[src/rtl/ram_sp_param.sv]
// ram_sp_param: parametrised single-port synchronous RAM.
//
// Byte-lane write enables, selectable read-during-write behaviour, an
// optional second output register, and a clear engine that fills the
// array with CLEAR_VAL after reset while holding off user accesses.
//
// Ports
//   clk_i     clock, all state changes on the rising edge
//   rst_i     synchronous active-high reset (does not touch the array)
//   en_i      access request, ignored while busy_o=1
//   we_i      per-byte write enable, bit i covers din_i[8i+7:8i]
//   addr_i    word address
//   din_i     write data
//   dout_o    read data, held between updates
//   dvalid_o  one-cycle strobe, dout_o updated this cycle
//   busy_o    clear engine running
//
// State    | meaning
// S_CLEAR  | writing CLEAR_VAL to address clr_cnt_q, user accesses dropped
// S_READY  | normal read/write service
module ram_sp_param #(
    parameter int                 DATA_W       = 8,
    parameter int                 ADDR_W       = 8,
    parameter int                 DEPTH        = 2**ADDR_W,
    parameter int                 OUT_REG      = 0,
    parameter int                 WRITE_MODE   = 0,
    parameter int                 CLEAR_ON_RST = 1,
    parameter logic [DATA_W-1:0]  CLEAR_VAL    = '0
) (
    input  logic                 clk_i,
    input  logic                 rst_i,
    input  logic                 en_i,
    input  logic [DATA_W/8-1:0]  we_i,
    input  logic [ADDR_W-1:0]    addr_i,
    input  logic [DATA_W-1:0]    din_i,
    output logic [DATA_W-1:0]    dout_o,
    output logic                 dvalid_o,
    output logic                 busy_o
);

    localparam int NB = DATA_W / 8;
    // One extra bit so DEPTH = 2**ADDR_W is representable in the range check.
    localparam logic [ADDR_W:0] DEPTH_X = (ADDR_W+1)'(DEPTH);
    localparam logic [ADDR_W-1:0] LAST_ADDR = ADDR_W'(DEPTH - 1);

    typedef enum logic {S_CLEAR, S_READY} state_t;

    state_t             state_q, state_d;
    logic [ADDR_W-1:0]  clr_cnt_q, clr_cnt_d;
    logic [DATA_W-1:0]  mem [DEPTH];

    logic               acc, wr, in_range, upd;
    logic [DATA_W-1:0]  rdata, merged, upd_data;
    logic               s_valid;
    logic [DATA_W-1:0]  s_data;
    logic [DATA_W-1:0]  dout_q;
    logic               dvalid_q;

    // State register
    always_ff @(posedge clk_i) begin
        if (rst_i) begin
            state_q   <= (CLEAR_ON_RST != 0) ? S_CLEAR : S_READY;
            clr_cnt_q <= '0;
        end else begin
            state_q   <= state_d;
            clr_cnt_q <= clr_cnt_d;
        end
    end

    // Next-state logic
    always_comb begin
        state_d   = state_q;
        clr_cnt_d = clr_cnt_q;
        if (state_q == S_CLEAR) begin
            clr_cnt_d = clr_cnt_q + 1'b1;
            if (clr_cnt_q == LAST_ADDR) begin
                state_d = S_READY;
            end
        end
    end

    // FSM outputs
    always_comb begin
        busy_o = (state_q == S_CLEAR);
    end

    // Access decode and read-during-write data selection
    always_comb begin
        acc      = (state_q == S_READY) && en_i;
        wr       = acc && (|we_i);
        in_range = ({1'b0, addr_i} < DEPTH_X);
        rdata    = in_range ? mem[addr_i] : '0;
        merged   = rdata;
        for (int i = 0; i < NB; i++) begin
            if (we_i[i]) begin
                merged[8*i +: 8] = din_i[8*i +: 8];
            end
        end
        // NO_CHANGE writes leave dout untouched and raise no strobe.
        upd      = acc && !(wr && (WRITE_MODE == 2));
        if (!in_range) begin
            upd_data = '0;
        end else if (wr && (WRITE_MODE == 1)) begin
            upd_data = merged;
        end else begin
            upd_data = rdata;
        end
    end

    // Array: no reset, and nothing is written on a reset edge.
    always_ff @(posedge clk_i) begin
        if (!rst_i) begin
            if (state_q == S_CLEAR) begin
                mem[clr_cnt_q] <= CLEAR_VAL;
            end else if (wr && in_range) begin
                mem[addr_i] <= merged;
            end
        end
    end

    generate
        if (OUT_REG != 0) begin : g_pipe
            logic               s1_valid_q;
            logic [DATA_W-1:0]  s1_data_q;

            always_ff @(posedge clk_i) begin
                if (rst_i) begin
                    s1_valid_q <= 1'b0;
                    s1_data_q  <= '0;
                end else begin
                    s1_valid_q <= upd;
                    if (upd) begin
                        s1_data_q <= upd_data;
                    end
                end
            end

            assign s_valid = s1_valid_q;
            assign s_data  = s1_data_q;
        end else begin : g_direct
            assign s_valid = upd;
            assign s_data  = upd_data;
        end
    endgenerate

    always_ff @(posedge clk_i) begin
        if (rst_i) begin
            dout_q   <= '0;
            dvalid_q <= 1'b0;
        end else begin
            dvalid_q <= s_valid;
            if (s_valid) begin
                dout_q <= s_data;
            end
        end
    end

    assign dout_o   = dout_q;
    assign dvalid_o = dvalid_q;

endmodule

[config.mk]
export PLATFORM = sky130hd
export DESIGN_NAME = ram_sp_param
export DESIGN_NICKNAME = d
export VERILOG_FILES = /design/src/rtl/ram_sp_param.sv
export SDC_FILE = /design/constraint.sdc
export NUM_CORES = 2
export LEC_CHECK = 0
export ABC_CLOCK_PERIOD_IN_PS = 7200
export CAP_MARGIN = 20
export CORE_MARGIN = 3
export CORE_UTILIZATION = 49
export DETAILED_ROUTE_END_ITERATION = 12
export GPL_TIMING_DRIVEN = 0
export SLEW_MARGIN = 15
export SYNTH_ARGS = -nofsm -noshare
export SYNTH_HDL_FRONTEND = slang
export SYNTH_SLANG_ARGS = --single-unit
[constraint.sdc]
create_clock -name clk_i -period 7.2 [get_ports clk_i]
set_input_delay 1.44 -clock clk_i [delete_from_list [all_inputs] [get_ports clk_i]]
set_output_delay 1.44 -clock clk_i [all_outputs]
set_load 0.05 [all_outputs]
; ---- Word level (Yosys, flattened, before mapping)
; Memories as Yosys holds them, arrays and structs flattened.
; Cells that the tools add are included.
[op_classes]
addsub = 1
eq_ne = 1
n_mux = 13
bitwise = 1
reduce_logical = 3
[ops]
columns = cell, n
row1 = 8-bit two-way mux, 3
row2 = 1-bit two-way mux, 10
row3 = 8-bit by 1-bit adder with 8-bit output (second input constant), 1
row4 = 8-bit == test (second input constant), 1
row5 = 8-bit OR reduction, 1
row6 = 1-bit logical AND, 2
row7 = 1-bit inverter, 1
[totals]
regBits = 18
ramBits = 2048
input_bits = 20
wordCells = 24
memories = 1
[memory_table]
columns = memory, depth, word_bits, rd, rd_ports_with_merged_regs, write_ports, line_no
row1 = mem, 256, 8, 1, 0, 1, 50  ; logic [DATA_W-1:0] mem [DEPTH];

; ---- Depth between registers and ports, before layout
[logic_depth]
depth_word = 8
depth_mapped = 12
ltp_nobuf = 7

; ---- Least setup slack after synthesis
; No wires, ideal clock.
[synth_path]
path_kind = input -> register
from = input port en_i
to = memory mem[0][0], data pin
arrival_ns = 5.163
required_ns = 6.325
path_slack_ns = 1.162
stages = 4
cell_sequence = and2_1 > nor2b_1 > buf_2 > and3_1
[synth_via]
elab_chain_cells = 8
[synth_lines]
columns = element, line_no
row1 = from (decl), 32  ; input logic en_i,
row2 = 1-bit logical AND, 89  ; acc = (state_q == S_READY) && en_i;
row3 = 1-bit logical AND, 90  ; wr = acc && (|we_i);
row4 = 1-bit two-way mux, 115  ; end else if (wr && in_range) begin
row5 = 1-bit two-way mux, 113  ; if (state_q == S_CLEAR) begin
row6 = 1-bit two-way mux, 112  ; if (!rst_i) begin
row7 = 1-bit two-way mux (implied by the code), 116  ; mem[addr_i] <= merged;
row8 = 8-bit OR reduction (no line), n/a
row9 = 8-bit two-way mux (no line), n/a
row10 = to (decl), 50
; Every way passes these cells.

; ---- Worst setup path after layout
[layout_path]
from = input port addr_i[1]
to = memory mem[210][4] (enable)
[layout_via]
elab_chain_cells = 1
[layout_lines]
columns = element, line_no
row1 = from (decl), 34  ; input logic [ADDR_W-1:0] addr_i,
row2 = 8-bit two-way mux (no line), n/a
; Every way passes these cells.

==> key figures <==
Worst setup path
  • Worst Path Max Fanout: 10
  • Cells along the critical path: clkdlybuf4s50_1, buf_2, buf_2, buf_1, nand2b_1, o21ai_1, nand3_1, clkbuf_2, buf_16, nor2_1
  • Crit path launch type: input pin
  • Worst Path Buf+Inv: 6
  • Reg2reg setup slack: 2.57 ns
  • Crit-path most repeated cell: buf_2
  • CP Data Arrival Time: 6.61 ns
  • Crit path from: addr_i[1]
  • RR Startpoint: state_q
  • CP top delay family: buffers and inverters
  • Largest incremental delay on the critical path: about 0.80 ns
  • CP required: ~7.7 ns
  • Crit-path slowest cell: nor2_1
  • Crit path kind: in -> reg
  • Crit path capture type: flip-flop

Global routing
  • Global-route wire length before repair: roughly 330 mm
  • GRT Total Usage: 28.8%
  • Initial antenna violation count: 17
  • Largest net degree at the start of global routing: 74
  • Vias in the first global route: roughly 42000
  • GRT overflow: 0

CTS
  • Root buf cell: clkbuf_16
  • Skew-Pair Late Insertion Delay: 0.87 ns
  • Clock-pin slew on the worst setup and hold paths: 0.07 ns
  • Num CTS Buffers: 206
  • Post-CTS Resized: 0
  • CTS tree: done
  • CTS Hold Buffers Added: 0
  • # H-tree levels: 4
  • Clk buf depth: 3
  • Postcts setup bufs: 0
  • Clock sink count: approximately 2100

Timing
  • Slew Limit Fails: 0
  • Final setup violating endpoints: 0
  • Setup TNS: 0 ns
  • Least-Margin Pin Slew: 1.14 ns
  • Worst slew margin: 22.8%
  • RSZ-0062 raised after global routing: false
  • Clock Skew: between 0.04 and 0.05 ns
  • Final Hold Vio Count: 0
  • Final min period: 6.16 ns
  • Final period util: 85.6%
  • Max Freq: 162 MHz

Worst hold path
  • Worst hold path class: reg -> reg
  • Min-Delay Startpoint: clr_cnt_q[7]

Routing
  • Routed vias/inst: 6.42
  • Remaining antenna violation count: 0
  • Final WL: 243 mm
  • Iter 0 DRT Violations: 6289
  • Via count: between 40000 and 50000
  • DRC viols: 0
  • Drt wl/cell: 36.7 um
  • Drt pass-1 iters: 8

Final layout
  • Fill cells: 12413
  • Finished Cell Area: 0.0917 mm2
  • Share of cells above drive strength 1: a little over a fifth
  • Fin nets: 4289
  • Area delta synth->final: 13.4%

Synthesis
  • Sequential share of the synthesized area: 76.5%
  • Syn. warnings: 0
  • Largest cells by area after synthesis: edfxtp_1 (76%), mux4_2 (12%), mux2i_1 (2.0%)
  • Most frequent cell after synthesis: edfxtp_1
  • Top FF cell, synth: edfxtp_1
  • Syn nets: 4005
  • Synthesis-stage register bit count: between 2000 and 2500
  • Async SR Flop Fraction: 0%
  • EDFF count, synth: 2048
  • Yosys cell types: 66
  • Synth area leader: edfxtp_1
  • Synthesized area: ~0.081 mm2
  • Mapped Cells: 3984
  • Post-synth top cells: edfxtp_1 (2048), mux4_2 (436), nor2_1 (320)
  • Top-area cell type share of the netlist area: 76.1%
  • Avg Inst Size Synth: 20.3 um2

Power and ir drop
  • Pwr/cell area: roughly 270 mW/mm2
  • Maximum vdd drop: approximately 280 uV
  • LEAKAGE: 33.2 nW
  • Overall power: 24.5 mW

Placed design
  • Gp weighted congestion: 1.00
  • Placed instance area: 0.0850 mm2
  • Port Buffers: 27
  • Dpl hpwl: approximately 170 mm

Floorplan
  • Initial Util: between 40 and 50%
  • Core area: 0.163 mm2
  • Die area: 0.170 mm2
  • Die H: 412 um
  • Row cnt: 148
  • Boundary pin count: 30
  • Die X-Extent: 412 um

Status
  • Status: finished clean

Job
  • # Max-Cap Violations: 0
==> cell type report <==
| class | count | area (um2) | area share [%] |
|---|---|---|---|
| buffer | 244 | 1470 | 1.60 |
| multi-input combinational | 1659 | 17500 | 19.1 |
| sequential | 2066 | 61900 | 67.5 |
| clock buffer | 258 | 5390 | 5.88 |
| clock inverter | 117 | 1190 | 1.30 |
| timing repair buffer | 76 | 1450 | 1.58 |
| inverter | 15 | 56.3 | 0.0614 |
| antenna | 10 | 25.0 | 0.0273 |
| tap | 2175 | 2720 | 2.97 |
==> metrics by stage <==
| stage | std cells | setup WS (ns) | utilization, % | hold WS, ns |
|---|---|---|---|---|
| 6_report | 6620 | 1.04 | 56.1 | 0.605 |
| 5_1_grt | 6610 | 1.08 | 56.1 | 0.657 |
| 4_1_cts | 6608 | 1.20 | 56.1 | 0.603 |
| 3_5_place_dp | 6233 | 0.309 | 52.1 | 0.579 |
| 3_3_place_gp | 6186 | -4.47 | 51.3 | 0.569 |
| 2_1_floorplan | 3984 | 1.16 | - | 0.534 |
==> logic make-up after synthesis <==
kind of cell	count (synthesis)	share of synthesized area, %
XOR/XNOR	7	0.0759
AND/OR/NAND/NOR	614	3.35
buffers and inverters	259	1.86
adder cells (fa/ha/maj)	1	0.0155
multiplexers	637	14.7
AO/OA/AOI/OAI	400	3.44
flip-flops	2066	76.5
==> layout by cell type (no fill, tap or decap), types with 16 or more instances in the layout <==
| cell type | Yosys | layout |
|---|---|---|
| mux2i_1 | 160 | 160 |
| a21oi_1 | 70 | 70 |
| o21ai_1 | 28 | 28 |
| buf_1 | 19 | 18 |
| clkinv_2 | 0 | 38 |
| buf_2 | 64 | 65 |
| clkbuf_2 | 1 | 19 |
| nand2_1 | 126 | 126 |
| dfxtp_1 | 18 | 18 |
| clkbuf_1 | 98 | 130 |
| clkbuf_16 | 0 | 208 |
| and3_1 | 28 | 20 |
| clkinv_1 | 4 | 49 |
| o22ai_1 | 25 | 25 |
| buf_16 | 0 | 32 |
| mux2_2 | 24 | 24 |
| mux4_2 | 436 | 436 |
| clkdlybuf4s50_1 | 0 | 27 |
| a22oi_1 | 149 | 149 |
| nand3_1 | 61 | 61 |
| o21ai_0 | 26 | 26 |
| nor2_1 | 320 | 319 |
| nand2b_1 | 20 | 20 |
| bufinv_16 | 0 | 16 |
| buf_6 | 31 | 32 |
| a211oi_1 | 20 | 20 |
| edfxtp_1 | 2048 | 2048 |
| buf_4 | 19 | 21 |
==> worst min-delay path, delay by kind of cell (launching register included) <==
family	cells	cell delay, ns
xor+xnor	1	0.10
simple gates	1	0.07
flops	1	0.40
==> final timing paths <==
path / depth (start not counted) / to
hold reg to reg: 2 / clr_cnt_q[7]
setup reg to reg: 12 / mem[97][3]
setup / recovery: 10 / mem[210][4]
hold / removal: 2 / clr_cnt_q[7]
==> per-layer routing <==
metal  vias up  part of all wire (%)  global-route usage (%)
met5         -                0.0054                       0
met4         2                   4.2                    11.0
met3       419                    10                    7.83
met2      2363                    46                    43.5
met1     22690                    39                    40.1
li1      17007                     -                       -
==> sequential cells by signal, indices dropped and copies added, names as in the netlist <==
| name | count |
|---|---|
| dout_o | 8 |
| clr_cnt_q | 8 |
| mem | 2048 |
| state_q | 1 |
| dvalid_o | 1 |
==> where the power goes <==
group,internal [mW],switching (mW)
Sequential,13.0,0.00502
Combinational,0.274,0.584
Clock,5.90,4.66
Total,19.2,5.25
Note: power is estimated with default switching activity, not from simulation.
